File: src/rtl/digit_entry_pkg.sv
// digit_entry_pkg: shared types and widths for the digit entry controller.
// Provides the FSM state enum and the digit/select/depth constants.
package digit_entry_pkg;
    localparam int DIGIT_W = 3;
    localparam int SEL_W = 2;
    localparam int NUM_DIGITS = 4;
    typedef enum logic [1:0] {IDLE, WRITE, CLEAR} state_t;
endpackage

File: src/rtl/button_conditioner.sv
// button_conditioner: synchronizes, debounces and edge-detects one raw push button.
// Ports: clk, reset (sync, active-high), btn (raw async input),
//        evt (one-cycle registered pulse on each accepted press).
module button_conditioner #(
    parameter int DEBOUNCE_CYCLES = 500000
) (
    input  logic clk,
    input  logic reset,
    input  logic btn,
    output logic evt
);
    localparam int CW = $clog2(DEBOUNCE_CYCLES + 1);
    localparam logic [CW-1:0] LAST = CW'(DEBOUNCE_CYCLES - 1);
    localparam logic [CW-1:0] TERM = CW'(DEBOUNCE_CYCLES);
    logic [1:0] sync;
    logic level, level_q;
    logic [CW-1:0] cnt;
    always_ff @(posedge clk) begin
        if (reset) begin
            sync <= '0;
            level <= 1'b0;
            level_q <= 1'b0;
            evt <= 1'b0;
            cnt <= '0;
        end else begin
            sync <= {sync[0], btn};
            level_q <= level;
            evt <= level & ~level_q;
            // Level flips on the DEBOUNCE_CYCLES-th consecutive disagreeing cycle;
            // the counter then parks at terminal count until the two agree again.
            if (sync[1] == level) begin
                cnt <= '0;
            end else begin
                if (cnt == LAST) level <= sync[1];
                if (cnt != TERM) cnt <= cnt + 1'b1;
            end
        end
    end
endmodule

File: src/rtl/digit_entry_ctrl.sv
// digit_entry_ctrl: turns enter/clear button presses into digit register writes.
// Ports: clk, reset (sync, active-high), sw_num (digit value switches),
//        btn_enter / btn_clear (raw buttons), num / sel / wr (registered write
//        port), busy (clear burst active), cursor (next enter position).
module digit_entry_ctrl
    import digit_entry_pkg::*;
#(
    parameter int DEBOUNCE_CYCLES = 500000
) (
    input  logic               clk,
    input  logic               reset,
    input  logic [DIGIT_W-1:0] sw_num,
    input  logic               btn_enter,
    input  logic               btn_clear,
    output logic [DIGIT_W-1:0] num,
    output logic [SEL_W-1:0]   sel,
    output logic               wr,
    output logic               busy,
    output logic [SEL_W-1:0]   cursor
);
    localparam logic [SEL_W-1:0] LAST_SEL = SEL_W'(NUM_DIGITS - 1);
    logic ent_evt, clr_evt;
    state_t state, state_n;
    logic [SEL_W-1:0] cursor_n, idx, idx_n, sel_n;
    logic [DIGIT_W-1:0] num_n;
    logic wr_n, busy_n;

    button_conditioner #(.DEBOUNCE_CYCLES(DEBOUNCE_CYCLES)) u_enter (
        .clk(clk), .reset(reset), .btn(btn_enter), .evt(ent_evt)
    );
    button_conditioner #(.DEBOUNCE_CYCLES(DEBOUNCE_CYCLES)) u_clear (
        .clk(clk), .reset(reset), .btn(btn_clear), .evt(clr_evt)
    );

    always_ff @(posedge clk) begin
        if (reset) begin
            state <= IDLE;
            cursor <= '0;
            idx <= '0;
            num <= '0;
            sel <= '0;
            wr <= 1'b0;
            busy <= 1'b0;
        end else begin
            state <= state_n;
            cursor <= cursor_n;
            idx <= idx_n;
            num <= num_n;
            sel <= sel_n;
            wr <= wr_n;
            busy <= busy_n;
        end
    end

    // The first write of either kind is launched on the IDLE transition so wr
    // appears one cycle after the event; events outside IDLE are ignored.
    always_comb begin
        state_n = state;
        cursor_n = cursor;
        idx_n = idx;
        num_n = num;
        sel_n = sel;
        wr_n = 1'b0;
        busy_n = 1'b0;
        case (state)
            IDLE: begin
                if (clr_evt) begin
                    state_n = CLEAR;
                    wr_n = 1'b1;
                    busy_n = 1'b1;
                    num_n = '0;
                    sel_n = '0;
                    idx_n = SEL_W'(1);
                end else if (ent_evt) begin
                    state_n = WRITE;
                    wr_n = 1'b1;
                    num_n = sw_num;
                    sel_n = cursor;
                end
            end
            WRITE: begin
                cursor_n = cursor + 1'b1;
                state_n = IDLE;
            end
            CLEAR: begin
                wr_n = 1'b1;
                busy_n = 1'b1;
                sel_n = idx;
                idx_n = idx + 1'b1;
                if (idx == LAST_SEL) begin
                    cursor_n = '0;
                    state_n = IDLE;
                end
            end
            default: state_n = IDLE;
        endcase
    end
endmodule

File: config.mk
export PLATFORM = sky130hd
export DESIGN_NAME = digit_entry_ctrl
export DESIGN_NICKNAME = d
export VERILOG_FILES = /design/src/rtl/digit_entry_pkg.sv /design/src/rtl/button_conditioner.sv /design/src/rtl/digit_entry_ctrl.sv
export SDC_FILE = /design/constraint.sdc
export NUM_CORES = 1
export LEC_CHECK = 0
export CAP_MARGIN = 20
export CORE_MARGIN = 2
export CORE_UTILIZATION = 30
export DETAILED_ROUTE_END_ITERATION = 12
export PLACE_DENSITY_LB_ADDON = 0.05
export SLEW_MARGIN = 40
export SYNTH_ARGS = -nofsm -noshare
export SYNTH_HDL_FRONTEND = slang
export SYNTH_SLANG_ARGS = --single-unit
File: constraint.sdc
create_clock -name clk -period 1.8 [get_ports clk]
set_input_delay 0.36 -clock clk [delete_from_list [all_inputs] [get_ports clk]]
set_output_delay 0.36 -clock clk [all_outputs]
set_load 0.05 [all_outputs]
After elaboration in Yosys (flattened, before gate mapping)
Cells that the tools add are included.
{ "word_totals": {"ff_bits": 61, "in_bits": 7, "out_inout_bits": 9, "elab_cells": 69} }
{ "op_classes": {"addsub": 4, "eq_ne": 12, "mux": 17, "bitwise": 6, "n_reduce_logical": 13} }
{ "ops": {"columns": ["op", "n"], "rows": [
  ["19-bit by 1-bit adder with 19-bit output (second input constant)", 2],
  ["19-bit == test (second input constant)", 2],
  ["19-bit != test (second input constant)", 2],
  ["2-bit case mux with 2 select lines", 4],
  ["2-bit AND reduction", 7],
  ["2-bit two-way mux", 6],
  ["3-bit two-way mux", 2],
  ["2-bit nonzero test", 3],
  ["2-bit by 1-bit adder with 2-bit output (second input constant)", 2],
  ["2-bit == test (second input constant)", 2],
  ["1-bit inverter", 4],
  ["1-bit case mux with 2 select lines", 2],
  ["2-bit OR reduction", 2],
  ["1-bit two-way mux", 3],
  ["3-bit by 1-bit != test with 1-bit output (second input constant)", 1],
  ["1-bit AND", 2],
  ["1-bit == test", 2],
  ["2-bit by 1-bit == test with 1-bit output (second input constant)", 1],
  ["2-bit logical NOT", 1],
  ["2-bit by 1-bit != test with 1-bit output (second input constant)", 1],
  ["2-bit != test (second input constant)", 1]
]} }

Logic depth before layout (Yosys ltp)
{ "logic_depth": {"ltp_word": 3, "ltp_mapped": 6, "depth_no_buf": 6} }

Cells and area by module
From an unflattened synthesis, not the netlist that was laid out.
{ "hier_totals": {"cells_unflattened": 315, "hier_area_um2": 2819.0} }
{ "by_module_without_submodules": {"columns": ["module", "n_inst", "cells_per_inst", "area_each_um2", "seq_area_each_um2"], "rows": [
  ["button_conditioner", 2, 127, 1126.1, 480.5],
  ["digit_entry_ctrl", 1, 61, 566.8, 260.2]
]} }

Least setup slack after synthesis
No wires, ideal clock.
{ "synth_path": {"path_kind": "flip-flop to flip-flop", "startpoint": "reg u_clear.cnt[0]", "endpoint": "reg u_clear.cnt[18]", "setup_time_ns": 0.070, "t_arrival_ns": 1.630, "required_ns": 1.730, "path_slack_ns": 0.100, "stages_incl_launch_ff": 6, "n_path_buf": 0, "period_less_slack_ns": 1.700, "path_cell_list": "dfxtp_1 -> ha_1 -> nand3_1 -> or4_4 -> or3_1 -> a21oi_1"} }
{ "synth_via": {"elab_chain_len": 1, "word_cells_on_any_way": 2, "classes_between": "add/sub: 1; eq/ne: 1"} }
{ "synth_lines": {"columns": ["item", "line", "rtl"], "rows": [
  ["start, declared", "button_conditioner.sv:17", "logic [CW-1:0] cnt;"],
  ["start signal, assigned", "button_conditioner.sv:35", "if (cnt != TERM) cnt <= cnt + 1'b1;"],
  ["19-bit by 1-bit adder with 19-bit output or 19-bit != test (tied branches)", "button_conditioner.sv:35", null]
]} }
Parallel ways exist; a longest one is shown, timed or not.
A chain may end at the register's enable or synchronous reset.

Worst setup path in the final report
{ "layout_path": {"startpoint": "reg u_clear.cnt[11]", "endpoint": "reg u_clear.cnt[18]"} }
The elaborated chain is that of the path after synthesis.

==> summary.txt <==
Clocking
  – CTS Sinks: 61
  – Post-CTS Hold Buffers: 0
  – Clk Latency, worst-skew pair: 0.33 ns
  – Clock-pin slew on the worst setup and hold paths: 0.07 ns
  – CTS tree: built
  – Post-CTS setup repair buffer count: 0
  – Root buf cell: clkbuf_8
  – Max Root-Sink Buffers: 2
  – H-tree levels: 3
  – Total CTS buffers: 9

Timing
  – Worst slew margin: 0.638
  – # setup viols final: 0
  – RSZ-0062 raised after global routing: false
  – Worst-margin pin slew: 0.535 ns
  – Final Critical Period: 1.67 ns
  – Layout Skew: 0.0107 ns
  – Period Utilization, post-route: 0.927
  – Setup TNS: 0 ns
  – Fin. max-slew vios: 0
  – Fin. Hold Viols: 0
  – FMAX: 599 MHz

Detailed routing
  – Number of iterations in the first detailed-routing pass: 3
  – Drt drc: 0
  – Routed Antenna Nets: 0
  – Drt via density: 4.74
  – Starting DRT DRC Count: 31
  – Total wire length: 5.37 mm
  – Vias post-DR: 2,101
  – Wire per inst: 12.1 um

GRT
  – Largest net degree at the start of global routing: 23
  – First-pass GRT wire length: 9.54 mm
  – GRT Total Usage: 0.124
  – Initial antenna violation count: 0
  – Vias in the first global route: 2,043
  – Global route overflow: 0

Floorplanning
  – Initial cell density of the core: 0.306
  – # rows: 34
  – Die Footprint: 9540 um^2
  – Core area: 8590 um^2
  – Die span in x: 97.7 um
  – Chip height: 97.7 um
  – I/O Pins: 16

Yosys
  – Distinct cells, synth: 40
  – Top post-synthesis cells by area: dfxtp_1 46%, xor2_1 5.3%, nor2_1 5.3%
  – Syn Inst Count: 294
  – Syn nets: 306
  – Sequential share of the synthesized area: 0.464
  – Top cell type by total area after synthesis: dfxtp_1
  – Syn_area_per_cell: 8.95 um^2
  – Synthesized area: 2630 um^2
  – Main flop type after synthesis: dfxtp_1
  – Ys Warns: 0
  – Yosys top cell area share: 0.464
  – EDFF count, synth: 0
  – Ys async rst share: 0
  – FF+latch count, synth: 61

Power and ir drop
  – Switching pwr: 572 uW
  – Clock share of power: 0.435
  – Comb pwr share: 0.018
  – PD cells: 768 nW/um^2
  – Static Leak: 0.00109 uW
  – Maximum VDD drop: 345 uV
  – Internal: 1910 uW
  – Switch share: 0.231
  – Seq pwr share: 0.547

Cells and area
  – Area Growth Syn to Fin: 22.8%
  – Layout net count: 343
  – ANT cells: 0
  – Layout cells sized above 1: 0.164
  – Design Area, Final: 3230 um^2

Setup path
  – R2R depth: 4
  – CP cell instances: nand4_4, or4_4, or3_1, a21oi_1
  – Setup CP Type: reg -> reg
  – Max incr delay on CP: 0.57 ns
  – CP max stage cell: or4_4
  – Critical path required time: 2.06 ns
  – Critical Path Sink: u_clear.cnt[18]$_SDFFE_PP0P_
  – Element type at the critical path end: register
  – R2r setup slk: 0.13 ns
  – Reg2reg end: u_clear.cnt[18]$_SDFFE_PP0P_
  – Startpoint Class: register
  – Delay-heaviest family, CP: simple AND/OR/NAND/NOR gates
  – Arrival @ worst endpoint: 1.93 ns
  – R2r startpoint: u_clear.cnt[11]$_SDFFE_PP0P_
  – Max Fanout on Critical Path: 5
  – Critical path depth: 4
  – WP buf/inv: 0
  – Crit path launch: u_clear.cnt[11]$_SDFFE_PP0P_

Place
  – Gpl congestion: 0.732
  – Post-DP Area: 3020 um^2
  – Post-DP HPWL: 3.76 mm
  – Input/output buffers: 15

Hold path
  – Hold WC Path Type: reg -> reg

Run status
  – Status: finished clean

Run
  – MaxCap Viol Count: 0
cell usage after synthesis (7+ instances only):
| library cell | count |
|---|---|
| nor3_1 | 9 |
| nor2b_1 | 8 |
| or3_1 | 10 |
| nand4_1 | 10 |
| o21ai_0 | 11 |
| clkbuf_1 | 7 |
| xnor2_1 | 7 |
| a21oi_1 | 17 |
| inv_1 | 12 |
| nor2_1 | 37 |
| nand3_1 | 12 |
| nand2_1 | 12 |
| dfxtp_1 | 61 |
| xor2_1 | 16 |
placed cells by master, fill, tap and decap left out, types with 7 or more instances in the layout:
| cell type | instances |
|---|---|
| a21oi_1 | 17 |
| buf_4 | 29 |
| clkbuf_8 | 10 |
| dfxtp_1 | 57 |
| inv_1 | 12 |
| nand2_1 | 12 |
| nand3_1 | 11 |
| nand4_1 | 10 |
| nor2_1 | 37 |
| nor2b_1 | 8 |
| nor3_1 | 9 |
| o21ai_0 | 11 |
| or3_1 | 10 |
| xnor2_1 | 7 |
| xor2_1 | 16 |
state kept, by name, summed over array words and instances (netlist names):
name / count
state: 2
wr: 1
u_enter.evt: 1
u_enter.sync: 2
u_enter.level_q: 1
idx: 2
num: 3
sel: 2
busy: 1
u_clear.cnt: 19
u_enter.level: 1
u_clear.sync: 2
u_enter.cnt: 19
u_clear.evt: 1
u_clear.level_q: 1
cursor: 2
u_clear.level: 1
cells by family after synthesis:
group	synth area share
AND/OR/NAND/NOR	0.284
flip-flops	0.464
AO/OA/AOI/OAI	0.105
XOR/XNOR	0.0766
buffers and inverters	0.0347
adder cells (fa/ha/maj)	0.0238
multiplexers	0.0114
power groups by stage:
stage | Clock (uW) | Combinational (uW) | Sequential [uW]
floorplan | 0 | 22.6 | 1390
global placement | 0 | 47.3 | 1390
detailed placement | 0 | 47.1 | 1390
CTS | 1150 | 47.0 | 1360
global route | 1210 | 51.2 | 1360
finish | 1080 | 45.8 | 1360
area by class of cell:
type	instances	area (um^2)
Timing Repair Buffer	36	298
Clock inverter	5	37.5
Inverter	12	45.0
Fill cell	896	5360
Multi-Input combinational cell	211	1350
Sequential cell	61	1230
Tap cell	108	135
Clock buffer	10	138
worst min-delay path by stage:
| stage | startpoint | endpoint | slack [ns] | cells past startpoint |
|---|---|---|---|---|
| CTS | u_enter.level_q$_SDFF_PP0_ | u_enter.evt$_SDFF_PP0_ | 0.39 | 1 |
| floorplan | u_clear.level_q$_SDFF_PP0_ | u_clear.evt$_SDFF_PP0_ | 0.37 | 1 |
| global route | u_clear.level_q$_SDFF_PP0_ | u_clear.evt$_SDFF_PP0_ | 0.42 | 1 |
| global placement | u_clear.level_q$_SDFF_PP0_ | u_clear.evt$_SDFF_PP0_ | 0.38 | 1 |
| finish | u_enter.level_q$_SDFF_PP0_ | u_enter.evt$_SDFF_PP0_ | 0.39 | 1 |
| detailed placement | u_enter.level_q$_SDFF_PP0_ | u_enter.evt$_SDFF_PP0_ | 0.38 | 1 |
routing by layer:
layer / up-vias / GRT usage / part of all wire
met2: 20 / 0.188 / 0.43
met3: 6 / 0.0489 / 0.033
met1: 956 / 0.162 / 0.52
met5: - / 0 / 0
met4: 0 / 0.0385 / 0.012
li1: 1119 / - / -
per-stage QoR:
stage	instances	worst slack [ns]	util	total power (uW)	hold WS (ns)
floorplan	294	0.100	-	1410	0.368
global placement	428	0.0904	0.351	1440	0.380
detailed placement	428	0.0756	0.351	1440	0.379
CTS	443	0.0466	0.372	2550	0.394
global route	443	0.00291	0.376	2610	0.417
finish	443	0.131	0.376	2480	0.392
what timing repair did:
item	CTS	global route
gates resized for setup	0	9
endpoints found under the hold margin	0	0
setup endpoints to repair	0	2
worst reg2reg max path: stages (launching register included):
cell and delay [ns]:
dfxtp_1 0.41, nand4_4 0.15, or4_4 0.57, or3_1 0.35, a21oi_1 0.14
No activity file was read; power rests on OpenSTA's default activity.
